[src/rtl/fft_pkg.sv]
// Shared definitions for the 16-point FFT frame sequencer.
//   FFT_NPTS    : frame length (the core is fixed at 16 points)
//   FFT_WIDTH   : packed complex sample width {re, im}, each half Q1.17
//   FFT_TIMEOUT : maximum cycles spent waiting for the core
//   FFT_CNT_W   : width of the drained-frame counter
//   cplx_t      : one packed complex sample
//   seq_state_t : sequencer states
package fft_pkg;

  localparam int FFT_NPTS    = 16;
  localparam int FFT_WIDTH   = 36;
  localparam int FFT_TIMEOUT = 64;
  localparam int FFT_CNT_W   = 16;

  typedef logic signed [FFT_WIDTH-1:0] cplx_t;

  typedef enum logic [2:0] {
    FILL    = 3'd0,
    KICK    = 3'd1,
    WAIT    = 3'd2,
    RELEASE = 3'd3,
    DRAIN   = 3'd4
  } seq_state_t;

endpackage

[src/rtl/fft16_sample_buf.sv]
// 16-entry sample register file.
//   clock     : rising-edge clock
//   reset     : asynchronous active-low reset, clears every entry
//   wr_en     : write wr_data into entry wr_idx
//   wr_idx    : write index
//   wr_data   : write data
//   load_en   : load all entries in parallel from load_data (wins over wr_en)
//   load_data : flat image, slice k = entry k
//   rd_idx    : read index
//   rd_data   : entry rd_idx (combinational)
//   flat      : flat view of all entries, slice k = entry k
// Built from flops rather than RAM because every entry is visible at once.
module fft16_sample_buf #(
  parameter int WIDTH = 36,
  parameter int NPTS  = 16
) (
  input  logic                  clock,
  input  logic                  reset,
  input  logic                  wr_en,
  input  logic [3:0]            wr_idx,
  input  logic [WIDTH-1:0]      wr_data,
  input  logic                  load_en,
  input  logic [NPTS*WIDTH-1:0] load_data,
  input  logic [3:0]            rd_idx,
  output logic [WIDTH-1:0]      rd_data,
  output logic [NPTS*WIDTH-1:0] flat
);

  logic [WIDTH-1:0] words [NPTS];

  generate
    for (genvar gi = 0; gi < NPTS; gi++) begin : g_entry
      logic [WIDTH-1:0] word_reg;

      always_ff @(posedge clock or negedge reset) begin
        if (!reset) begin
          word_reg <= '0;
        end else if (load_en) begin
          word_reg <= load_data[gi*WIDTH +: WIDTH];
        end else if (wr_en && (wr_idx == 4'(gi))) begin
          word_reg <= wr_data;
        end
      end

      assign words[gi]                  = word_reg;
      assign flat[gi*WIDTH +: WIDTH]    = word_reg;
    end
  endgenerate

  assign rd_data = words[rd_idx];

endmodule

[src/rtl/fft16_frame_sequencer.sv]
// Streaming front/back end for the 16-point FFT core: collects a frame of
// samples, launches the core, captures its results and streams them out in
// bin order, then returns the core to idle.
//   clock, reset : rising-edge clock, asynchronous active-low reset
//   abort        : synchronous abort of the current frame
//   in_valid/in_ready/in_data     : sample input stream (ready only in FILL)
//   out_valid/out_ready/out_data  : bin output stream (valid only in DRAIN)
//   out_last     : marks bin 15
//   fft_f        : frame to the core, slice k = sample k
//   fft_start    : one-cycle launch pulse
//   fft_clear    : one-cycle core reset pulse
//   fft_F        : core results, slice k = bin k
//   fft_done     : core results valid
//   busy         : anything other than an empty FILL
//   err_timeout  : sticky core-timeout flag
//   frame_count  : frames fully drained (wraps)
module fft16_frame_sequencer
  import fft_pkg::*;
#(
  parameter int WIDTH   = FFT_WIDTH,
  parameter int NPTS    = FFT_NPTS,
  parameter int TIMEOUT = FFT_TIMEOUT,
  parameter int CNT_W   = FFT_CNT_W
) (
  input  logic                  clock,
  input  logic                  reset,
  input  logic                  abort,
  input  logic                  in_valid,
  output logic                  in_ready,
  input  logic [WIDTH-1:0]      in_data,
  output logic                  out_valid,
  input  logic                  out_ready,
  output logic [WIDTH-1:0]      out_data,
  output logic                  out_last,
  output logic [NPTS*WIDTH-1:0] fft_f,
  output logic                  fft_start,
  output logic                  fft_clear,
  input  logic [NPTS*WIDTH-1:0] fft_F,
  input  logic                  fft_done,
  output logic                  busy,
  output logic                  err_timeout,
  output logic [CNT_W-1:0]      frame_count
);

  localparam int WCNT_W = $clog2(TIMEOUT) + 1;
  localparam logic [3:0] LAST_IDX = 4'(NPTS - 1);

  seq_state_t        state_reg, state_next;
  logic [3:0]        wr_idx_reg, wr_idx_next;
  logic [3:0]        rd_idx_reg, rd_idx_next;
  logic [WCNT_W-1:0] wait_cnt_reg, wait_cnt_next;
  logic              captured_reg, captured_next;
  logic              err_reg, err_next;
  logic [CNT_W-1:0]  frame_cnt_reg, frame_cnt_next;

  logic ibuf_wr;
  logic obuf_load;
  logic [WIDTH-1:0]      ibuf_rd_unused;
  logic [NPTS*WIDTH-1:0] obuf_flat_unused;

  fft16_sample_buf #(.WIDTH(WIDTH), .NPTS(NPTS)) u_ibuf (
    .clock     (clock),
    .reset     (reset),
    .wr_en     (ibuf_wr),
    .wr_idx    (wr_idx_reg),
    .wr_data   (in_data),
    .load_en   (1'b0),
    .load_data ('0),
    .rd_idx    (4'd0),
    .rd_data   (ibuf_rd_unused),
    .flat      (fft_f)
  );

  fft16_sample_buf #(.WIDTH(WIDTH), .NPTS(NPTS)) u_obuf (
    .clock     (clock),
    .reset     (reset),
    .wr_en     (1'b0),
    .wr_idx    (4'd0),
    .wr_data   ('0),
    .load_en   (obuf_load),
    .load_data (fft_F),
    .rd_idx    (rd_idx_reg),
    .rd_data   (out_data),
    .flat      (obuf_flat_unused)
  );

  always_ff @(posedge clock or negedge reset) begin
    if (!reset) begin
      state_reg     <= FILL;
      wr_idx_reg    <= '0;
      rd_idx_reg    <= '0;
      wait_cnt_reg  <= '0;
      captured_reg  <= 1'b0;
      err_reg       <= 1'b0;
      frame_cnt_reg <= '0;
    end else begin
      state_reg     <= state_next;
      wr_idx_reg    <= wr_idx_next;
      rd_idx_reg    <= rd_idx_next;
      wait_cnt_reg  <= wait_cnt_next;
      captured_reg  <= captured_next;
      err_reg       <= err_next;
      frame_cnt_reg <= frame_cnt_next;
    end
  end

  always_comb begin
    state_next     = state_reg;
    wr_idx_next    = wr_idx_reg;
    rd_idx_next    = rd_idx_reg;
    wait_cnt_next  = wait_cnt_reg;
    captured_next  = captured_reg;
    err_next       = err_reg;
    frame_cnt_next = frame_cnt_reg;
    ibuf_wr        = 1'b0;
    obuf_load      = 1'b0;
    fft_start      = 1'b0;
    fft_clear      = 1'b0;

    case (state_reg)
      FILL: begin
        if (!abort && in_valid) begin
          ibuf_wr     = 1'b1;
          wr_idx_next = wr_idx_reg + 4'd1;  // wraps to 0 after the last sample
          if (wr_idx_reg == LAST_IDX) begin
            state_next = KICK;
          end
        end
      end

      KICK: begin
        fft_start     = 1'b1;
        wait_cnt_next = '0;
        state_next    = abort ? RELEASE : WAIT;
        captured_next = 1'b0;
      end

      WAIT: begin
        wait_cnt_next = wait_cnt_reg + WCNT_W'(1);
        if (abort) begin
          captured_next = 1'b0;
          state_next    = RELEASE;
        end else if (fft_done) begin
          // done takes precedence over a coinciding timeout
          obuf_load     = 1'b1;
          captured_next = 1'b1;
          state_next    = RELEASE;
        end else if (wait_cnt_reg == WCNT_W'(TIMEOUT - 1)) begin
          err_next      = 1'b1;
          captured_next = 1'b0;
          state_next    = RELEASE;
        end
      end

      RELEASE: begin
        fft_clear     = 1'b1;
        state_next    = (captured_reg && !abort) ? DRAIN : FILL;
        captured_next = 1'b0;
      end

      DRAIN: begin
        if (abort) begin
          captured_next = 1'b0;
          state_next    = RELEASE;
        end else if (out_ready) begin
          if (rd_idx_reg == LAST_IDX) begin
            rd_idx_next    = '0;
            frame_cnt_next = frame_cnt_reg + CNT_W'(1);
            state_next     = FILL;
          end else begin
            rd_idx_next = rd_idx_reg + 4'd1;
          end
        end
      end

      default: begin
        // unreachable encoding: recover to an idle core
        fft_clear     = 1'b1;
        captured_next = 1'b0;
        wr_idx_next   = '0;
        rd_idx_next   = '0;
        state_next    = FILL;
      end
    endcase

    if (abort) begin
      wr_idx_next = '0;
      rd_idx_next = '0;
    end
  end

  // in_ready stays low while reset is held even though the state is FILL
  assign in_ready    = (state_reg == FILL) && reset;
  assign out_valid   = (state_reg == DRAIN);
  assign out_last    = (state_reg == DRAIN) && (rd_idx_reg == LAST_IDX);
  assign busy        = !((state_reg == FILL) && (wr_idx_reg == 4'd0));
  assign err_timeout = err_reg;
  assign frame_count = frame_cnt_reg;

endmodule

[config.mk]
export PLATFORM = sky130hd
export DESIGN_NAME = fft16_frame_sequencer
export DESIGN_NICKNAME = d
export VERILOG_FILES = /design/src/rtl/fft_pkg.sv /design/src/rtl/fft16_sample_buf.sv /design/src/rtl/fft16_frame_sequencer.sv
export SDC_FILE = /design/constraint.sdc
export NUM_CORES = 1
export LEC_CHECK = 0
export CAP_MARGIN = 10
export CORE_AREA = 2 2 492 494
export CTS_CLUSTER_SIZE = 25
export DETAILED_ROUTE_END_ITERATION = 6
export DIE_AREA = 0 0 494 496
export PLACE_DENSITY = 0.37
export SLEW_MARGIN = 5
export SYNTH_ARGS = -nofsm -noshare
export SYNTH_HDL_FRONTEND = slang
export SYNTH_SLANG_ARGS = --single-unit
[constraint.sdc]
create_clock -name clock -period 6.95 [get_ports clock]
set_input_delay 1.7375 -clock clock [delete_from_list [all_inputs] [get_ports clock]]
set_output_delay 1.7375 -clock clock [all_outputs]
set_load 0.01 [all_outputs]
# [Word-level counts from Yosys, hierarchy flattened]
# Cells that the tools add are included.
[op_classes] n_eq_ne=30 muxes=34 add_sub_neg=4 n_lt_le_gt_ge=1 reduce_logical=35 bitwise_logic=4
[ops] op="36-bit binary-select mux with 4-bit select" n=1
[ops] op="36-bit 2-to-1 mux" n=2
[ops] op="4-bit == test, second input constant" n=9
[ops] op="3-bit 2-to-1 mux" n=9
[ops] op="1-bit logical AND" n=21
[ops] op="4-bit 2-to-1 mux" n=5
[ops] op="16-bit by 1-bit adder with 16-bit output, second input constant" n=1
[ops] op="4-bit by 3-bit == test with 1-bit output, second input constant" n=4
[ops] op="4-bit case mux with 2 select lines" n=2
[ops] op="3-bit case mux with 5 select lines" n=1
[ops] op="7-bit case mux with 2 select lines" n=1
[ops] op="1-bit 2-to-1 mux" n=12
[ops] op="4-bit OR reduction" n=3
[ops] op="4-bit by 1-bit adder with 4-bit output, second input constant" n=2
[ops] op="4-bit by 2-bit == test with 1-bit output, second input constant" n=2
[ops] op="4-bit AND reduction" n=2
[ops] op="7-bit by 1-bit adder with 7-bit output, second input constant" n=1
[ops] op="7-bit by 6-bit == test with 1-bit output, second input constant" n=1
[ops] op="3-bit by 2-bit == test with 1-bit output, second input constant" n=2
[ops] op="2-bit inequality test, second input constant" n=3
[ops] op="3-bit by 2-bit inequality test with 1-bit output, second input constant" n=2
[ops] op="5-bit >= comparator, second input constant" n=1
[ops] op="4-bit NOT with 5-bit output" n=1
[ops] op="5-bit AND reduction" n=1
[ops] op="other kinds (14)" n=19
[word_totals] register_bits=1188 input_bits=618 output_inout_bits=635

# [Depth between registers and ports, before layout]
[depth] word_depth=5 depth_mapped=8

# [Cells and area by module]
# Synthesis repeated with hierarchy kept, for this count alone.
[unflattened] cells_unflattened=7515 hier_area_um2=66174.7
[by_module_without_submodules] mod="fft16_sample_buf" seq_area_each_um2=14413.8 cells_per_inst=3653 area_per_inst_um2=32124.6 n_inst=2
[by_module_without_submodules] mod="fft16_frame_sequencer" seq_area_each_um2=900.9 cells_per_inst=209 area_per_inst_um2=1925.6 n_inst=1

# [Worst setup path after synthesis]
# Ideal clock, no wire load.
[synth_timing] path_type="input -> output" start="input reset" end="output in_ready" path_stages=1 arrival_ns=1.884 path_slack_ns=3.329 path_cell_list="and2_1"
[synth_via] elab_chain_cells=1
[synth_lines] element="start, declared" line_no="fft16_frame_sequencer.sv:26" text="input logic reset,"
[synth_lines] element="1-bit logical AND" line_no="fft16_frame_sequencer.sv:193" text="assign in_ready = (state_reg == FILL) && reset;"
[synth_lines] element="end, declared" line_no="fft16_frame_sequencer.sv:29" text="output logic in_ready,"
# No other way between the ends.

# [Worst setup path after layout]
[layout_timing] start="register rd_idx_reg[0]" end="output out_data[5]"
[layout_via] elab_chain_cells=4
[layout_lines] element="start, declared" line_no="fft16_frame_sequencer.sv:50" text="logic [3:0] rd_idx_reg, rd_idx_next;"
[layout_lines] element="start signal, assigned" line_no="fft16_frame_sequencer.sv:99" text="rd_idx_reg <= rd_idx_next;"
[layout_lines] element="4-bit NOT with 5-bit output (not written as such)" line_no="fft16_sample_buf.sv:50" text="assign rd_data = words[rd_idx];"
[layout_lines] element="36-bit binary-select mux with 4-bit select" line_no="fft16_sample_buf.sv:50"
[layout_lines] element="36-bit 2-to-1 mux (not written as such) (2 in a row)" line_no="fft16_sample_buf.sv:50"
[layout_lines] element="end, declared" line_no="fft16_frame_sequencer.sv:33" text="output logic [WIDTH-1:0] out_data,"
# No other way between the ends. The select of a mux whose other input is x is not followed.

==> results.toml <==
[final_layout]
area_delta_synth_final_pct = 43.7
mostFrequentLayoutCells = "clkdlybuf4s50_1 (1,251), dfrtp_1 (1,184), mux2_2 (1,129)"
utilization = 0.295
fin_cells = 7703
drive_above_1_share = 0.345
final_net_count = 4995
design_area_um2 = 70700
fillerInstances = 24300
layout_commonest_cell = "clkdlybuf4s50_1"

[synth]
synth_fp_nets = 3745
synth_cell_type_count = 50
yosysWarnings = 0
syn_area_um2 = 49200
synth_seq_cells = 1188
synth_edf_count = 0
synth_cells = 3120
async_flop_share = 1.00
syn_avg_cell_area_um2 = 15.8
ys_dominant_reg_cell = "dfrtp_1"
ys_seq_area_frac = 0.604

[pwr]
clockPowerShare = 0.342
powerDensity_nw_per_um2 = 337
p_comb_frac = 0.230
power.total_mw = 23.8
ir_drop_mv = 0.182
p_int_mw = 17.0
cellLeakagePower_nw = 30.4
power_frac_seq = 0.428
p_switching_mw = 6.83
switching_share = 0.287

[placement]
post-place-cells = 7400
dpl_cell_area_um2 = 65500
place.gp.congestion = 0.787
hpwl_um = 171000
pre_cts_ws_ns = 1.68
port_buffers = 1252

[timing]
finalHoldViolCount = 0
hold_ws_ns = 0.481
finalCritPeriodShare = 0.848
drv_slew = 0
relSlewSlack = 0.195
finalSetupViolations = 0
max_freq_mhz = 170
worst_slack_ns = 1.06
rsz0062_at_grt = "false"
tightest_slew_ns = 1.20
fin_setup_tns_ns = 0
skew_ns = 0.0243
fin_crit_ns = 5.89

[clock_network]
htreeDepth = 4
worstSkewPairLatency_ns = 0.79
cts_setup_buffers = 0
post_cts_resize_count = 0
numCtsBuffers = 153
cts_num_sinks = 1188
cts_tree = "built"
root_buffer = "clkbuf_16"
clk_pin_slew_worst_paths_ns = 0.06
clockBufferDepth = 3
ctsHoldBuffers = 0

[worst_setup_path]
endpoint_kind = "output pin"
worstSetupPathType = "flop to output pin"
worstPathMaxFanout = 40
crit_required_ns = 5.21
arrival_ns = 4.15
start_kind = "flop"

[drt]
antenna_left = 0
vias_per_cell = 4.19
drc_errors = 0
drtIter0Drc = 1229
wirelength_um = 227000
drt_pre_antenna_iters = 4
wl_per_cell_um = 29.4
num_vias = 32300

[global_route]
antenna_found_initial = 138
track_usage = 0.180
first_global_vias = 34300
grt_max_degree = 152
grt_pass1_wl_um = 305000
grt_overflow = 0

[floorplan]
die_y_um = 496
io_pins = 1253
die_area_um2 = 245000
num_rows = 180
dieWidth_um = 494
start_util = 0.205
core_um2 = 240000

[run_status]
status = "complete, no violations"

[worst_hold_path]
min_path_type = "flop to flop"

[run]
cap_violations = 0
-- routing by layer --
layer	track usage	wire, um	up-vias
li1	-	-	13900
met1	0.199	85300	16700
met2	0.320	115000	1059
met3	0.0785	20600	398
met4	0.0362	4170	170
met5	0	1090	-
-- path summary, 6_finish.rpt --
path	from	to	slack, ns	cells past startpoint
max	rd_idx_reg[0]$_DFFE_PN0P_	out_data[5]	1.06	7
min	err_timeout$_DFFE_PN0P_	err_timeout$_DFFE_PN0P_	0.48	1
max reg2reg	state_reg[0]$_DFFE_PN0P_	u_ibuf.g_entry[2].word_reg[29]$_DFFE_PN0P_	3.59	5
min reg2reg	err_timeout$_DFFE_PN0P_	err_timeout$_DFFE_PN0P_	0.48	1
max in group asynchronous	reset	u_obuf.g_entry[3].word_reg[14]$_DFFE_PN0P_	4.09	3
min in group asynchronous	reset	u_obuf.g_entry[3].word_reg[33]$_DFFE_PN0P_	0.80	1
-- worst max-delay path, cell delays in order, from the launching register on --
cell	delay, ns
dfrtp_4	0.91
buf_12	0.38
buf_4	0.49
mux2i_1	0.16
a22oi_1	0.35
nand3_1	0.21
nand2_1	0.19
clkdlybuf4s50_1	0.56
-- cells by family after synthesis --
| kind of cell | synth area share |
|---|---|
| AO/OA/AOI/OAI | 0.0212 |
| XOR/XNOR | 0.00338 |
| adder cells (fa/ha/maj) | 0.00178 |
| buffers and inverters | 0.0219 |
| flip-flops | 0.604 |
| multiplexers | 0.327 |
| AND/OR/NAND/NOR | 0.0205 |
-- layout make-up --
class,count,area (um2),share of cell area
Antenna cell,24,60.1,0.000850
Clock buffer,242,4670,0.0661
Clock inverter,37,487,0.00689
Inverter,5,18.8,0.000266
Multi-Input combinational cell,1702,18500,0.262
Sequential cell,1188,29700,0.421
Tap cell,3185,3990,0.0564
Timing Repair Buffer,1320,13200,0.187
-- cell usage after synthesis (all sizes together) (5+ instances only) --
cell type / instances / share of area
clkbuf: 78 / 0.0060
nor2: 19 / 0.0015
dfrtp: 1188 / 0.60
mux4: 79 / 0.036
nand3: 55 / 0.0080
a22oi: 87 / 0.013
nor3: 5 / 0.00071
inv: 5 / 0.00038
xnor2: 13 / 0.0023
nor2b: 10 / 0.0013
mux2: 1160 / 0.27
xor2: 6 / 0.0011
o21ai: 12 / 0.0012
mux2i: 124 / 0.025
o22ai: 8 / 0.0010
a21oi: 11 / 0.0011
a21o: 8 / 0.0012
buf: 147 / 0.016
a22o: 9 / 0.0016
nand2: 51 / 0.0039
ha: 7 / 0.0018
nand4: 11 / 0.0018
-- power groups by stage --
| stage | combinational, mW | clock, mW | sequential [mW] |
|---|---|---|---|
| 2_1_floorplan | 3.11 | 0 | 9.80 |
| 3_3_place_gp | 5.57 | 0 | 10.3 |
| 3_5_place_dp | 5.64 | 0 | 10.4 |
| 4_1_cts | 5.67 | 8.48 | 10.2 |
| 5_1_grt | 5.93 | 8.74 | 10.4 |
| 6_report | 5.47 | 8.15 | 10.2 |
Note: power is estimated with default switching activity, not from simulation.
